$ cat src/rtl/idma_pow2_seq_pkg.sv
// idma_pow2_seq_pkg: shared types, default widths and helpers for the pow2 burst sequencer
package idma_pow2_seq_pkg;
  localparam int unsigned OffsetWidthDef   = 2;
  localparam int unsigned PageAddrWidthDef = 3;
  localparam int unsigned AddrWidthDef     = 32;
  localparam int unsigned LenWidthDef      = 32;
  typedef logic [AddrWidthDef-1:0]   addr_t;
  typedef logic [LenWidthDef-1:0]    len_t;
  typedef logic [PageAddrWidthDef:0] burst_len_t;
  typedef enum logic {IDLE, BURST} state_e;
  // Largest power of two not exceeding v; zero maps to zero.
  function automatic logic [31:0] flp2(input logic [31:0] v);
    logic [31:0] r;
    r = '0;
    for (int i = 0; i < 32; i++) if (v[i]) r = 32'(1) << i;
    return r;
  endfunction
endpackage

$ cat src/rtl/idma_legalizer_pow2_splitter.sv
// idma_legalizer_pow2_splitter: largest power-of-two step that reaches no further than
// the next word boundary (unaligned) or a full page (aligned) and stays within the length
module idma_legalizer_pow2_splitter import idma_pow2_seq_pkg::*; #(
  parameter int unsigned OffsetWidth   = OffsetWidthDef,
  parameter int unsigned PageAddrWidth = PageAddrWidthDef
) (
  input  logic [OffsetWidth-1:0]   addr_i,
  input  logic [PageAddrWidth:0]   length_i,
  input  logic                     length_larger_i,
  output logic [PageAddrWidth:0]   bytes_o
);
  localparam int unsigned BW = PageAddrWidth + 1;
  logic [BW-1:0] w_word_left, w_lim, w_len;
  assign w_word_left = (BW'(1) << OffsetWidth) - BW'(addr_i);
  assign w_lim       = (addr_i == '0) ? (BW'(1) << PageAddrWidth) : w_word_left;
  assign w_len       = length_larger_i ? (BW'(1) << PageAddrWidth) : length_i;
  assign bytes_o     = BW'(flp2(32'(w_lim < w_len ? w_lim : w_len)));
endmodule

$ cat src/rtl/idma_pow2_burst_sequencer.sv
// idma_pow2_burst_sequencer: walks one 1-D request as a series of power-of-two,
// page-bounded bursts, one per valid/ready handshake
module idma_pow2_burst_sequencer import idma_pow2_seq_pkg::*; #(
  parameter int unsigned OffsetWidth   = OffsetWidthDef,
  parameter int unsigned PageAddrWidth = PageAddrWidthDef,
  parameter int unsigned AddrWidth     = AddrWidthDef,
  parameter int unsigned LenWidth      = LenWidthDef
) (
  input  logic                   clk_i,
  input  logic                   rst_i,
  input  logic                   req_valid_i,
  output logic                   req_ready_o,
  input  logic [AddrWidth-1:0]   req_addr_i,
  input  logic [LenWidth-1:0]    req_length_i,
  output logic                   burst_valid_o,
  input  logic                   burst_ready_i,
  output logic [AddrWidth-1:0]   burst_addr_o,
  output logic [PageAddrWidth:0] burst_bytes_o,
  output logic                   burst_last_o,
  output logic                   busy_o,
  output logic                   done_o
);
  localparam int unsigned BW = PageAddrWidth + 1;
  state_e               r_state;
  logic [AddrWidth-1:0] r_addr;
  logic [LenWidth-1:0]  r_rem;
  logic                 r_done;
  logic [BW-1:0]        w_split_bytes, w_page_left, w_page_cap, w_bytes;
  logic                 w_last;
  idma_legalizer_pow2_splitter #(
    .OffsetWidth  (OffsetWidth),
    .PageAddrWidth(PageAddrWidth)
  ) u_splitter (
    .addr_i         (r_addr[OffsetWidth-1:0]),
    .length_i       (r_rem[PageAddrWidth:0]),
    .length_larger_i(|r_rem[LenWidth-1:PageAddrWidth+1]),
    .bytes_o        (w_split_bytes)
  );
  assign w_page_left = (BW'(1) << PageAddrWidth) - BW'(r_addr[PageAddrWidth-1:0]);
  assign w_page_cap  = BW'(flp2(32'(w_page_left)));
  assign w_bytes     = (w_split_bytes < w_page_cap) ? w_split_bytes : w_page_cap;
  // Gated by state so the idle registers (rem == bytes == 0) never flag a last burst.
  assign w_last      = (r_state == BURST) && (r_rem == LenWidth'(w_bytes));
  assign req_ready_o   = r_state == IDLE;
  assign busy_o        = r_state == BURST;
  assign burst_valid_o = r_state == BURST;
  assign burst_addr_o  = r_addr;
  assign burst_bytes_o = w_bytes;
  assign burst_last_o  = w_last;
  assign done_o        = r_done;
  always_ff @(posedge clk_i) begin
    if (rst_i) begin
      r_state <= IDLE;
      r_addr  <= '0;
      r_rem   <= '0;
      r_done  <= 1'b0;
    end else begin
      r_done <= 1'b0;
      if (r_state == IDLE) begin
        if (req_valid_i && req_length_i == '0) begin
          r_done <= 1'b1;
        end else if (req_valid_i) begin
          r_addr  <= req_addr_i;
          r_rem   <= req_length_i;
          r_state <= BURST;
        end
      end else if (burst_ready_i) begin
        r_addr <= r_addr + AddrWidth'(w_bytes);
        r_rem  <= r_rem - LenWidth'(w_bytes);
        if (w_last) begin
          r_state <= IDLE;
          r_done  <= 1'b1;
        end
      end
    end
  end
endmodule
$ cat config.mk
export PLATFORM = sky130hd
export DESIGN_NAME = idma_pow2_burst_sequencer
export DESIGN_NICKNAME = d
export VERILOG_FILES = /design/src/rtl/idma_pow2_seq_pkg.sv /design/src/rtl/idma_legalizer_pow2_splitter.sv /design/src/rtl/idma_pow2_burst_sequencer.sv
export SDC_FILE = /design/constraint.sdc
export NUM_CORES = 1
export LEC_CHECK = 0
export BUFFER_PORTS_ARGS = -buffer_cell sky130_fd_sc_hd__buf_2
export CAP_MARGIN = 20
export CELL_PAD_IN_SITES_DETAIL_PLACEMENT = 0
export CELL_PAD_IN_SITES_GLOBAL_PLACEMENT = 1
export CORE_ASPECT_RATIO = 1.25
export CORE_UTILIZATION = 30
export DETAILED_ROUTE_END_ITERATION = 8
export PLACE_DENSITY_LB_ADDON = 0.1
export SLEW_MARGIN = 25
export SYNTH_ARGS = -nofsm -noshare
export SYNTH_HDL_FRONTEND = slang
export SYNTH_SLANG_ARGS = --single-unit
$ cat constraint.sdc
create_clock -name clk_i -period 6 [get_ports clk_i]
set_input_delay 0.6 -clock clk_i [delete_from_list [all_inputs] [get_ports clk_i]]
set_output_delay 0.6 -clock clk_i [all_outputs]
set_load 0.05 [all_outputs]
### Yosys cells after proc, flatten, opt, wreduce, memory -nomap -nowiden

Index checks and enable logic that the tools add are counted.

* register bits: 66
* bits in latches: 0
* bits in writable memories: 0
* ROM bits: 0
* logic and storage cells: 78
* memories kept: 0

* $add $sub $neg: 4
* multipliers: 0
* div/mod/pow operators: 0
* magnitude comparators: 2
* eq/ne operators: 3
* shift operators: 0
* mux-type cells: 57
* bitwise logic cells: 1
* reduce and logical (&&, ||, !) cells: 7

Operators by type and width (count)
* 32-bit two-way mux: 8
* 4-bit two-way mux: 34
* 32-bit by 4-bit adder with 32-bit output: 1
* 32-bit by 4-bit equality test with 1-bit output: 1
* 32-bit logical NOT: 1
* 32-bit by 4-bit subtractor with 32-bit output: 1
* 28-bit OR reduction: 1
* 1-bit two-way mux: 11
* 4-bit < comparator: 2
* 3-bit two-way mux: 2
* 2-bit two-way mux: 2
* 2-bit inequality test, second input constant: 2
* 3-bit by 2-bit subtractor with 4-bit output, first input constant: 1
* 4-bit by 3-bit subtractor with 4-bit output, first input constant: 1
* 3-bit AND reduction: 1
* 1-bit logical AND: 2
* 2-bit logical NOT: 1
* 2-bit nonzero test: 1
* 1-bit NOT: 1

### Logic depth before layout (Yosys ltp)

Gate-level depths: netlist of the first run.

* depth after elaboration: 43
* gate-level depth with buffers: 25
* depth with buffers taken out: 25

### By module

Synthesis of the first run repeated with hierarchy kept, for this count alone.

* cell total of the unflattened synthesis: 689
* area total of the unflattened synthesis: 5352.6 µm²

By module, submodules not included
* idma_pow2_burst_sequencer: instances 1, cells an instance 664, area an instance 5127.4 µm²
* idma_legalizer_pow2_splitter: instances 1, cells an instance 25, area an instance 225.2 µm²

### Least setup slack after synthesis of the first run

No wires, ideal clock.

* path type: reg-to-reg
* from: reg r_rem[5]
* to: reg r_addr[15] (netlist: burst_addr_o[15])
* library setup time: 0.070 ns
* arrival time: 5.681 ns
* path slack: 0.249 ns
* stages on the path, launching flop included: 25
* path buffers: 1
* clock period less this slack: 5.751 ns
* cell sequence: dfxtp_1 -> nor4_4 -> nand4b_4 -> nor3_2 -> nand2_1 -> ha_1 -> o21ai_0 -> a311oi_1 -> o21ai_0 -> a2bb2oi_1 -> inv_1 -> ha_1 -> o21ai_0 -> nand2b_1 -> a21oi_1 -> a21oi_4 -> mux2i_1 -> ha_1 -> a21oi_1 -> a211oi_1 -> clkbuf_1 -> nand4_1 -> nor3_1 -> o21ai_0 -> a21oi_1

* longest elaborated chain between the ends: 41

RTL lines
* start, declared: RTL line idma_pow2_burst_sequencer.sv:26 `logic [LenWidth-1:0] r_rem;`
* start signal, assigned: RTL line idma_pow2_burst_sequencer.sv:64 `r_rem <= req_length_i;`
* start signal, assigned: RTL line idma_pow2_burst_sequencer.sv:69 `r_rem <= r_rem - LenWidth'(w_bytes);`
* 28-bit OR reduction *: RTL line idma_pow2_burst_sequencer.sv:36 `.length_larger_i(|r_rem[LenWidth-1:PageAddrWidth+1]),`
* 4-bit two-way mux *: RTL line idma_legalizer_pow2_splitter.sv:16 `assign w_len = length_larger_i ? (BW'(1) << PageAddrWidth) : length_i;`
* 4-bit < comparator: RTL line idma_legalizer_pow2_splitter.sv:17 `assign bytes_o = BW'(flp2(32'(w_lim < w_len ? w_lim : w_len)));`
* 4-bit two-way mux *: RTL line idma_legalizer_pow2_splitter.sv:17
* 1-bit two-way mux: RTL line idma_pow2_seq_pkg.sv:15 `for (int i = 0; i < 32; i++) if (v[i]) r = 32'(1) << i;`
* 2-bit two-way mux: RTL line idma_pow2_seq_pkg.sv:15
* 3-bit two-way mux: RTL line idma_pow2_seq_pkg.sv:15
* 4-bit two-way mux * (29 in series): RTL line idma_pow2_seq_pkg.sv:15
* 4-bit < comparator: RTL line idma_pow2_burst_sequencer.sv:41 `assign w_bytes = (w_split_bytes < w_page_cap) ? w_split_bytes : w_page_cap;`
* 4-bit two-way mux *: RTL line idma_pow2_burst_sequencer.sv:41
* via burst_bytes_o[1]: RTL line idma_pow2_burst_sequencer.sv:18 `output logic [PageAddrWidth:0] burst_bytes_o,`
* 32-bit by 4-bit adder with 32-bit output *: RTL line idma_pow2_burst_sequencer.sv:68 `r_addr <= r_addr + AddrWidth'(w_bytes);`
* 32-bit two-way mux *: RTL line idma_pow2_burst_sequencer.sv:67 `end else if (burst_ready_i) begin`
* 32-bit two-way mux *: RTL line idma_pow2_burst_sequencer.sv:59 `if (r_state == IDLE) begin`
* end signal, assigned: RTL line idma_pow2_burst_sequencer.sv:63 `r_addr <= req_addr_i;`
* end signal, assigned: RTL line idma_pow2_burst_sequencer.sv:68
* end, declared: RTL line idma_pow2_burst_sequencer.sv:25 `logic [AddrWidth-1:0] r_addr;`

Mark *: on every way through the listed nets, which the timed path passes. The rest lies on a longest branch. The select of a mux whose other input is x is not followed.
A chain may end at the register's enable or synchronous reset.

### Final worst setup path of the first run

* from: reg r_rem[5]
* to: out burst_last_o

* longest elaborated chain between the ends: 40

RTL lines
* 28-bit OR reduction: RTL line idma_pow2_burst_sequencer.sv:36
* 4-bit two-way mux: RTL line idma_legalizer_pow2_splitter.sv:16
* 4-bit < comparator: RTL line idma_legalizer_pow2_splitter.sv:17
* 4-bit two-way mux: RTL line idma_legalizer_pow2_splitter.sv:17
* 1-bit two-way mux: RTL line idma_pow2_seq_pkg.sv:15
* 2-bit two-way mux: RTL line idma_pow2_seq_pkg.sv:15
* 3-bit two-way mux: RTL line idma_pow2_seq_pkg.sv:15
* 4-bit two-way mux (29 in series): RTL line idma_pow2_seq_pkg.sv:15
* 4-bit < comparator: RTL line idma_pow2_burst_sequencer.sv:41
* 4-bit two-way mux: RTL line idma_pow2_burst_sequencer.sv:41
* 32-bit by 4-bit equality test with 1-bit output *: RTL line idma_pow2_burst_sequencer.sv:43 `assign w_last = (r_state == BURST) && (r_rem == LenWidth'(w_bytes));`
* 1-bit logical AND *: RTL line idma_pow2_burst_sequencer.sv:43
* end, declared: RTL line idma_pow2_burst_sequencer.sv:19 `output logic burst_last_o,`

Mark *: on every way between the ends. The rest lies on a longest branch, timed or not.

==> results of run 1 <==
-- state kept, by name, indices dropped and copies added (netlist names) --
name,flops
burst_addr_o,32
r_rem,32
burst_valid_o,1
done_o,1
-- cell usage in the layout, fill, tap and decap left out, types with 9 or more instances in the layout --
cell / n
nor2_1: 53
nand4_1: 13
clkbuf_16: 9
o22ai_1: 9
nand3_1: 17
dfxtp_1: 65
nor2b_1: 24
buf_2: 108
a211oi_1: 18
nor4_1: 13
ha_1: 16
and3_1: 10
a21oi_1: 76
nand2_1: 54
nor3_1: 36
o21ai_0: 65
inv_1: 14
buf_4: 14
-- power by group through the flow --
| stage | clock (mW) | combinational, mW | sequential (mW) |
|---|---|---|---|
| after CTS | 0.547 | 0.713 | 0.548 |
| after global routing | 0.562 | 0.796 | 0.557 |
| final | 0.534 | 0.722 | 0.549 |
| after floorplan | 0 | 0.459 | 0.604 |
| after global placement | 0 | 0.708 | 0.557 |
| after detailed placement | 0 | 0.709 | 0.558 |
-- worst max-delay path: cells and delay by family, from the launching register on --
| family | cells | cell delay [ns] |
|---|---|---|
| AND/OR/NAND/NOR | 8 | 1.52 |
| buffers and inverters | 2 | 0.34 |
| AO/OA/AOI/OAI | 7 | 1.28 |
| flip-flops | 1 | 0.37 |
| multiplexers | 1 | 0.32 |
| adder cells (fa/ha/maj) | 3 | 0.85 |
-- cell families (layout without fill, tap and decap cells) --
logic type               count (synthesis)  in the layout  share of synthesized area, %
AND/OR/NAND/NOR                        272            272                         31.55
AO/OA/AOI/OAI                          223            223                         28.02
flip-flops                              66             66                         27.65
buffers and inverters                   59            153                         4.739
adder cells (fa/ha/maj)                 18             18                         5.027
multiplexers                            11             11                         2.461
XOR/XNOR                                 3              3                        0.5500
-- cell type report --
type / instances / area, um2
Tap cell: 212 / 265.3
Inverter: 15 / 56.30
Clock buffer: 10 / 229.0
Timing Repair Buffer: 122 / 645.6
Clock inverter: 6 / 57.56
Sequential cell: 66 / 1325
Fill cell: 1701 / 9727
Multi-Input combinational cell: 527 / 3264
-- repair_timing --
action	4_1_cts	5_1_grt
resized for setup	0	6
setup buffers	0	1
setup endpoints to repair	0	45
-- metal layers --
layer / part of all wire, % / vias to the layer above / GRT usage, %
li1: - / 2610 / -
met1: 47 / 2492 / 28.16
met2: 47 / 147 / 34.34
met3: 3.8 / 26 / 2.462
met4: 2.2 / 0 / 8.339
met5: 0 / - / 0
-- through the flow --
stage                     utilization [%]  total power, mW  hold WS (ns)  cell area (um2)  cells
after global placement              35.45            1.265        0.4758             5520    941
after detailed placement            35.45            1.266        0.4772             5520    941
after global routing                37.53            1.915        0.5198             5843    958
final                               37.53            1.805        0.4984             5843    958
after floorplan                         -            1.063        0.4538             4778    652
after CTS                           37.30            1.807        0.4894             5807    957
-- final timing paths --
check / depth (start not counted) / from / end / slack, ns
setup reg to reg: 25 / r_rem[5] / burst_addr_o[24] / 0.40
hold reg to reg: 2 / r_rem[20] / r_rem[20] / 0.50
hold / removal: 2 / r_rem[20] / r_rem[20] / 0.50
setup / recovery: 21 / r_rem[5] / burst_last_o / 0.35
==> flow_summary_export.csv, run 1 <==
group,metric,value,unit
outcome,status,"completed",
critical_path,crit_top_cell,"ha_1",
sta,drv_slew,0,
clock_network,cts.path.max_buffers,2,
yosys,yosys.area.top_type,"dfxtp_1",
clock_network,holdBufCountCts,0,
critical_path,worstPathRequired,5.40,ns
critical_path,slowest_delay,0.41,ns
grt,grt_use_total,21.08,%
sta,max_freq,0.1769,GHz
place,pre_cts_slack,0.2931,ns
critical_path,critPathLaunchType,"flip-flop",
critical_path,worstPathArrival,5.05,ns
grt,antenna_found_initial,0,
final_layout,antenna_cells,0,
floorplan,rows,51,
yosys,yosysTopAreaCellShare,27.65,%
yosys,synth_warnings,0,
sta,worst_pin_slew,0.8488,ns
routing,vias_per_cell,5.506,
routing,drtPass1Iterations,5,
routing,ant_nets,0,
floorplan,design.core.area,0.01557,mm2
yosys,synth.cell_area,0.004778,mm2
yosys,synth.most_common_cell,"a21oi_1",
yosys,avgSynthCellArea,7.329,um2
sta,finalSetupViolations,0,
sta,hold_violations,0,
place,dpl.hpwl,11.81,mm
sta,maxSlewHeadroom,43.41,%
routing,drt_iter0_markers,308,
sta,fin_skew,0.01000,ns
yosys,ys_seq_area_share,27.65,%
clock_network,insertion_delay,0.34,ns
sta,tns,0,ns
place,globalplace.congestion,0.8254,
critical_path,cp_slowest_cell,"nor4_4",
routing,drc,0,
final_layout,layout.nets,827,
power,peakVddDrop,0.0001410,V
critical_path,cp-end-kind,"primary output",
clock_network,clock-sinks,66,
power,pwr-share-comb,40.0,%
yosys,synthFlopType,"dfxtp_1",
yosys,synth_edf_count,0,
yosys,async_reset_ff_share,0,%
sta,grt_setup_unrepaired,"no",
routing,vias,5275,
sta,min_period,5.652,ns
yosys,synth.top_cells.by_area,"dfxtp_1, a21oi_1, o21ai_0, nand2_1, nor2_1",
clock_network,cts_tree,"built",
floorplan,initial_core_util,30.69,%
grt,grt_max_degree,72,
power,p_clk_share,29.6,%
critical_path,cp_max_fo,9,
clock_network,clkTransAtPathRegs,0.06,ns
power,p_per_area,308.9,mW/mm2
grt,grt_pass1_wl,26.85,mm
sta,fin_ws,0.3481,ns
flow_run,maxCapViolCount,0,
yosys,synth_fp_nets,738,
power,swShare,41.70,%
yosys,ys_ff_latch,66,
floorplan,die_area,0.01644,mm2
power,p_sw,0.7527,mW
critical_path,path_class,"reg2out",
routing,wl_per_cell,17.62,um
critical_path,crit_chain,"nor4_4 > nand4b_4 > nor3_2 > nand2_1 > ha_1 > o21ai_1 > a311oi_1 > o21ai_0 > a2bb2oi_1 > inv_1 > ha_1 > o21ai_0 > nand2b_1 > a21oi_2 > a21oi_4 > mux2_1 > ha_1 > nand2_1 > nor2_1 > and3_1 > buf_2",
final_layout,drive_gt1_share,22.52,%
power,p_int,1.052,mW
clock_network,clockRootBuffer,"clkbuf_16",
grt,grt_pass1_vias,4975,
yosys,netlist_instances,652,
yosys,ys_types,66,
clock_network,htree_num_levels,3,
routing,wirelength,16.88,mm
yosys,ys_top_cells_by_count,"a21oi_1, dfxtp_1, o21ai_0, nand2_1, nor2_1",
sta,fin_crit_sh,94.20,%
place,port_buffers,108,
worst_hold_path,hold_path.class,"reg2reg",
power,p_leak,2.249,nW
floorplan,die_w,114.9,um
final_layout,area_growth,22.28,%
floorplan,die_y,143.1,um
clock_network,cts_made_buffers,9,
power,power_frac_seq,30.4,%
grt,grt_overflow_total,0,
floorplan,io-pin-count,109,
(Power assumes the default switching activity.)
==> run 2, diff against run 1 <==
- PLACE_DENSITY: unset -> 0.64
- PLACE_DENSITY_LB_ADDON: 0.1 -> unset
==> flow_summary_export.csv, run 2 (same netlist as run 1, synthesis figures left out) <==
group,metric,value,unit
final_layout,drive_gt1_share,23.06,%
power,p_per_area,308.4,mW/mm2
power,p_int,1.050,mW
sta,hold_violations,0,
outcome,status,"completed",
clock_network,clkTransAtPathRegs,0.06,ns
final_layout,area_growth,22.62,%
critical_path,worstPathRequired,5.40,ns
floorplan,design.core.area,0.01557,mm2
place,dpl.hpwl,11.95,mm
routing,drt_iter0_markers,350,
power,power_frac_seq,30.2,%
routing,wl_per_cell,17.75,um
critical_path,r2r_setup_slack,0.51,ns
critical_path,path_class,"reg2out",
final_layout,antenna_cells,0,
clock_network,cts_made_buffers,9,
power,pwr-share-comb,40.2,%
grt,grt_max_degree,72,
final_layout,final_common_cell,"buf_2",
clock_network,clockRootBuffer,"clkbuf_16",
power,peakVddDrop,0.0001347,V
worst_hold_path,hold_path_depth,2,
sta,min_period,5.526,ns
final_layout,register_area,0.001325,mm2
clock_network,htree_num_levels,3,
floorplan,initial_core_util,30.69,%
floorplan,rows,51,
sta,worst_pin_slew,0.9205,ns
critical_path,critPathLaunchType,"flip-flop",
flow_run,maxCapViolCount,0,
floorplan,die_y,143.1,um
clock_network,cts_tree,"built",
critical_path,worstPathArrival,4.93,ns
power,p_sw,0.7567,mW
critical_path,r2r-end,"r_rem[29]",
sta,max_freq,0.1810,GHz
worst_hold_path,holdPathEnd,"r_rem[20]",
clock_network,cts.path.max_buffers,2,
place,port_buffers,108,
sta,maxSlewHeadroom,38.57,%
worst_hold_path,hold_start,"r_rem[20]",
sta,fin_skew,0.01195,ns
critical_path,cp-end-kind,"primary output",
routing,drtPass1Iterations,5,
floorplan,die_area,0.01644,mm2
grt,grt_use_total,20.88,%
critical_path,r2r_start,"r_rem[8]",
critical_path,cp_max_fo,9,
power,finalPower,1.807,mW
final_layout,fillerInstances,1696,
routing,vias_per_cell,5.584,
routing,ant_nets,0,
sta,finalSetupViolations,0,
grt,grt_overflow_total,0,
grt,grt_pass1_vias,5125,
clock_network,insertion_delay,0.35,ns
grt,antenna_found_initial,0,
sta,tns,0,ns
power,p_leak,2.245,nW
place,globalplace.congestion,0.9466,
final_layout,layout.nets,827,
routing,vias,5349,
sta,drv_slew,0,
sta,fin_crit_sh,92.09,%
floorplan,die_w,114.9,um
critical_path,r2r_cells,22,
routing,wirelength,17.01,mm
power,p_clk_share,29.6,%
grt,grt_pass1_wl,26.76,mm
clock_network,clock-sinks,66,
power,swShare,41.88,%
floorplan,io-pin-count,109,
final_layout,final_cell_mix,"buf_2, a21oi_1, o21ai_0, dfxtp_1, nand2_1",
final_layout,multi_input_area,0.003267,mm2
worst_hold_path,hold_path.class,"reg2reg",
routing,drc,0,
==> run 2: worst max path at each step <==
| stage | cells past startpoint | start | to |
|---|---|---|---|
| after global placement | 23 | r_rem[27] | burst_addr_o[31] |
| after detailed placement | 23 | r_rem[27] | burst_addr_o[27] |
| after floorplan | 24 | r_rem[5] | burst_addr_o[15] |
| after CTS | 23 | r_rem[27] | burst_addr_o[23] |
| final | 20 | r_rem[8] | burst_last_o |
| after global routing | 25 | r_rem[8] | r_rem[22] |
==> run 2: power by group through the flow <==
| stage | logic, mW | registers, mW | clock network [mW] |
|---|---|---|---|
| 5_1_grt | 0.796 | 0.553 | 0.566 |
| 4_1_cts | 0.713 | 0.544 | 0.551 |
| 3_3_place_gp | 0.703 | 0.552 | 0 |
| 6_report | 0.726 | 0.545 | 0.536 |
| 2_1_floorplan | 0.459 | 0.604 | 0 |
| 3_5_place_dp | 0.709 | 0.554 | 0 |
==> run 2: worst max-delay path, stage by stage (launching register included) <==
cell	delay, ns
dfxtp_1	0.36
nor4_4	0.40
nand4b_4	0.26
nor4_2	0.38
ha_1	0.30
o21ai_1	0.13
a311oi_1	0.10
o21ai_0	0.20
a2bb2oi_1	0.29
inv_1	0.09
ha_1	0.29
o21ai_0	0.14
nand2b_1	0.08
a21oi_2	0.21
a21oi_4	0.08
mux2_1	0.33
ha_1	0.28
nand2_1	0.05
nor2_1	0.15
and3_1	0.19
buf_2	0.27
==> run 2: cell type report <==
cell class / count / area share [%]
clock buffer: 11 / 4.506
tap: 212 / 4.527
clock inverter: 5 / 0.6193
timing repair buffer: 122 / 11.02
multi-input combinational: 527 / 55.75
sequential: 66 / 22.61
inverter: 15 / 0.9609
==> run 2: metrics by stage <==
stage                     hold WS, ns  utilization (%)  worst slack, ns  std cells  cell area, um2
after floorplan                0.4538                -           0.2487        652            4778
after global placement         0.4746            35.45           0.3805        941            5520
after detailed placement       0.4773            35.45           0.1818        941            5520
after CTS                      0.4902            37.38           0.1659        957            5821
after global routing           0.5219            37.63         -0.02430        958            5859
final                          0.4903            37.63           0.4743        958            5859
==> run 2: layer usage <==
metal | part of all wire [%] | routed length, um | global-route usage, %
met1 | 44 | 7517 | 25.98
met2 | 49 | 8338 | 36.75
met3 | 4.8 | 808 | 2.037
met4 | 2.0 | 345 | 8.066
met5 | 0 | 0 | 0
==> run 2: repair_timing <==
action | 4_1_cts | 5_1_grt
setup endpoints to repair | 0 | 51
buffers inserted | 0 | 1
endpoints found under the hold margin | 0 | 0
gates resized for setup | 0 | 8
hold buffers | 0 | 0
==> run 3, diff against run 2 <==
- CAP_MARGIN: 20 -> 5
- CORE_UTILIZATION: 30 -> 39
- PLACE_DENSITY: 0.64 -> 0.79
==> flow_summary_export.csv, run 3 (same netlist as run 1, synthesis figures left out) <==
group,metric,value,unit
floorplan,design.core.area,0.01178,mm2
clock_network,cts_made_buffers,9,
worst_hold_path,hold_path.class,"reg2reg",
place,pre_cts_slack,0.2633,ns
clock_network,clockRootBuffer,"clkbuf_16",
floorplan,die_y,125.8,um
critical_path,crit_top_cell,"ha_1",
floorplan,initial_core_util,40.56,%
clock_network,htree_num_levels,3,
routing,drtPass1Iterations,5,
clock_network,insertion_delay,0.34,ns
sta,fin_ws,0.3920,ns
sta,fin_crit_sh,93.47,%
flow_run,maxCapViolCount,0,
final_layout,stdcell_area,0.005904,mm2
sta,finalSetupViolations,0,
clock_network,clkTransAtPathRegs,0.06,ns
clock_network,cts_tree,"built",
outcome,status,"completed",
final_layout,drive_gt1_share,23.53,%
final_layout,antenna_cells,0,
routing,wirelength,15.69,mm
sta,fin_skew,0.009016,ns
critical_path,path_class,"reg2reg",
final_layout,layout.nets,829,
critical_path,cp_slowest_cell,"nor4_4",
critical_path,critPathLaunchType,"flip-flop",
critical_path,cp_max_fo,9,
final_layout,final_common_cell,"buf_2",
clock_network,holdBufCountCts,0,
floorplan,rows,44,
grt,antenna_found_initial,0,
final_layout,final_cell_mix,"buf_2, a21oi_1, o21ai_0, dfxtp_1, nand2_1",
routing,drt_iter0_markers,368,
routing,vias_per_cell,5.941,
sta,grt_setup_unrepaired,"yes",
sta,drv_slew,0,
clock_network,cts.path.max_buffers,2,
power,p_leak,2.298,nW
place,dpl_cell_area,0.005454,mm2
place,globalplace.congestion,0.9562,
place,dpl.hpwl,10.71,mm
floorplan,io-pin-count,109,
clock_network,clock-sinks,66,
place,port_buffers,108,
final_layout,area_growth,23.57,%
sta,maxSlewHeadroom,37.68,%
critical_path,crit_chain,"nor4_4 > nand4b_4 > nor3_2 > nand2_1 > ha_1 > o21ai_1 > a311oi_1 > o21ai_0 > a2bb2oi_2 > inv_1 > ha_1 > o21ai_0 > nand2b_1 > a21oi_2 > a21oi_4 > mux2_1 > ha_1 > nor2b_1 > o31a_1 > nor4_4 > buf_4 > nand2_1 > o21a_1 > o32ai_1",
sta,min_period,5.608,ns
grt,grt_overflow_total,0,
power,p_per_area,322.3,mW/mm2
floorplan,die_w,101.0,um
routing,wl_per_cell,17.27,um
grt,grt_max_degree,72,
grt,grt_pass1_wl,25.34,mm
sta,max_freq,0.1783,GHz
critical_path,slowest_delay,0.39,ns
critical_path,cp-end-kind,"flip-flop",
routing,vias,5400,
floorplan,die_area,0.01270,mm2
grt,grt_pass1_vias,4973,
power,finalPower,1.903,mW
critical_path,worstPathRequired,6.24,ns
sta,hold_violations,0,
power,peakVddDrop,0.0001416,V
routing,ant_nets,0,
sta,worst_pin_slew,0.9326,ns
critical_path,worstPathArrival,5.85,ns
grt,grt_use_total,25.29,%
sta,tns,0,ns
final_layout,fin_util,50.12,%
routing,drc,0,
-- run 3: final cells by class --
cell class                 count  area [um2]
fill                        1222        5877
multi-input combinational    527        3312
sequential                    66        1325
timing repair buffer         124       660.6
clock buffer                  13       280.3
tap                          161       201.4
clock inverter                 3       68.82
inverter                      15       56.30
-- run 3: power breakdown --
part	total [mW]	switching, mW	internal [mW]
sequential	0.544	0.0625	0.481
combinational	0.739	0.473	0.265
clock	0.620	0.210	0.410
total	1.90	0.746	1.16
-- run 3: what timing repair did --
item / in CTS / in global routing
gates resized for setup: 0 / 12
setup buffers: 0 / 4
setup endpoints to repair: 0 / 52
-- run 3: worst max-delay path, delay by kind of cell (launching register included) --
kind            cells  cell delay (ns)
compound gates     10             2.07
mux                 1             0.35
simple gates        8             1.61
flops               1             0.35
buf+inv             2             0.26
fa+ha+maj           3             0.87
-- run 3: metal layers --
metal  track usage (%)  vias up  part of all wire, %
li1                  -     2616                    -
met4             10.32        0                  2.4
met1             33.68     2544                   45
met3             4.495       26                  6.1
met2             40.17      214                   46
met5                 0        -                    0
-- run 3: through the flow --
step	instances	hold WS [ns]
after floorplan	652	0.4538
final	909	0.5011
after detailed placement	889	0.4693
after global placement	889	0.4698
after global routing	909	0.5280
after CTS	905	0.4766
-- run 3: path summary, 6_finish.rpt --
kind / start / cells after the start / slack (ns) / to
setup / recovery: r_rem[8] / 24 / 0.39 / r_rem[25]
hold / removal: r_rem[26] / 2 / 0.50 / r_rem[26]
setup reg to reg: r_rem[8] / 24 / 0.39 / r_rem[25]
hold reg to reg: r_rem[26] / 2 / 0.50 / r_rem[26]
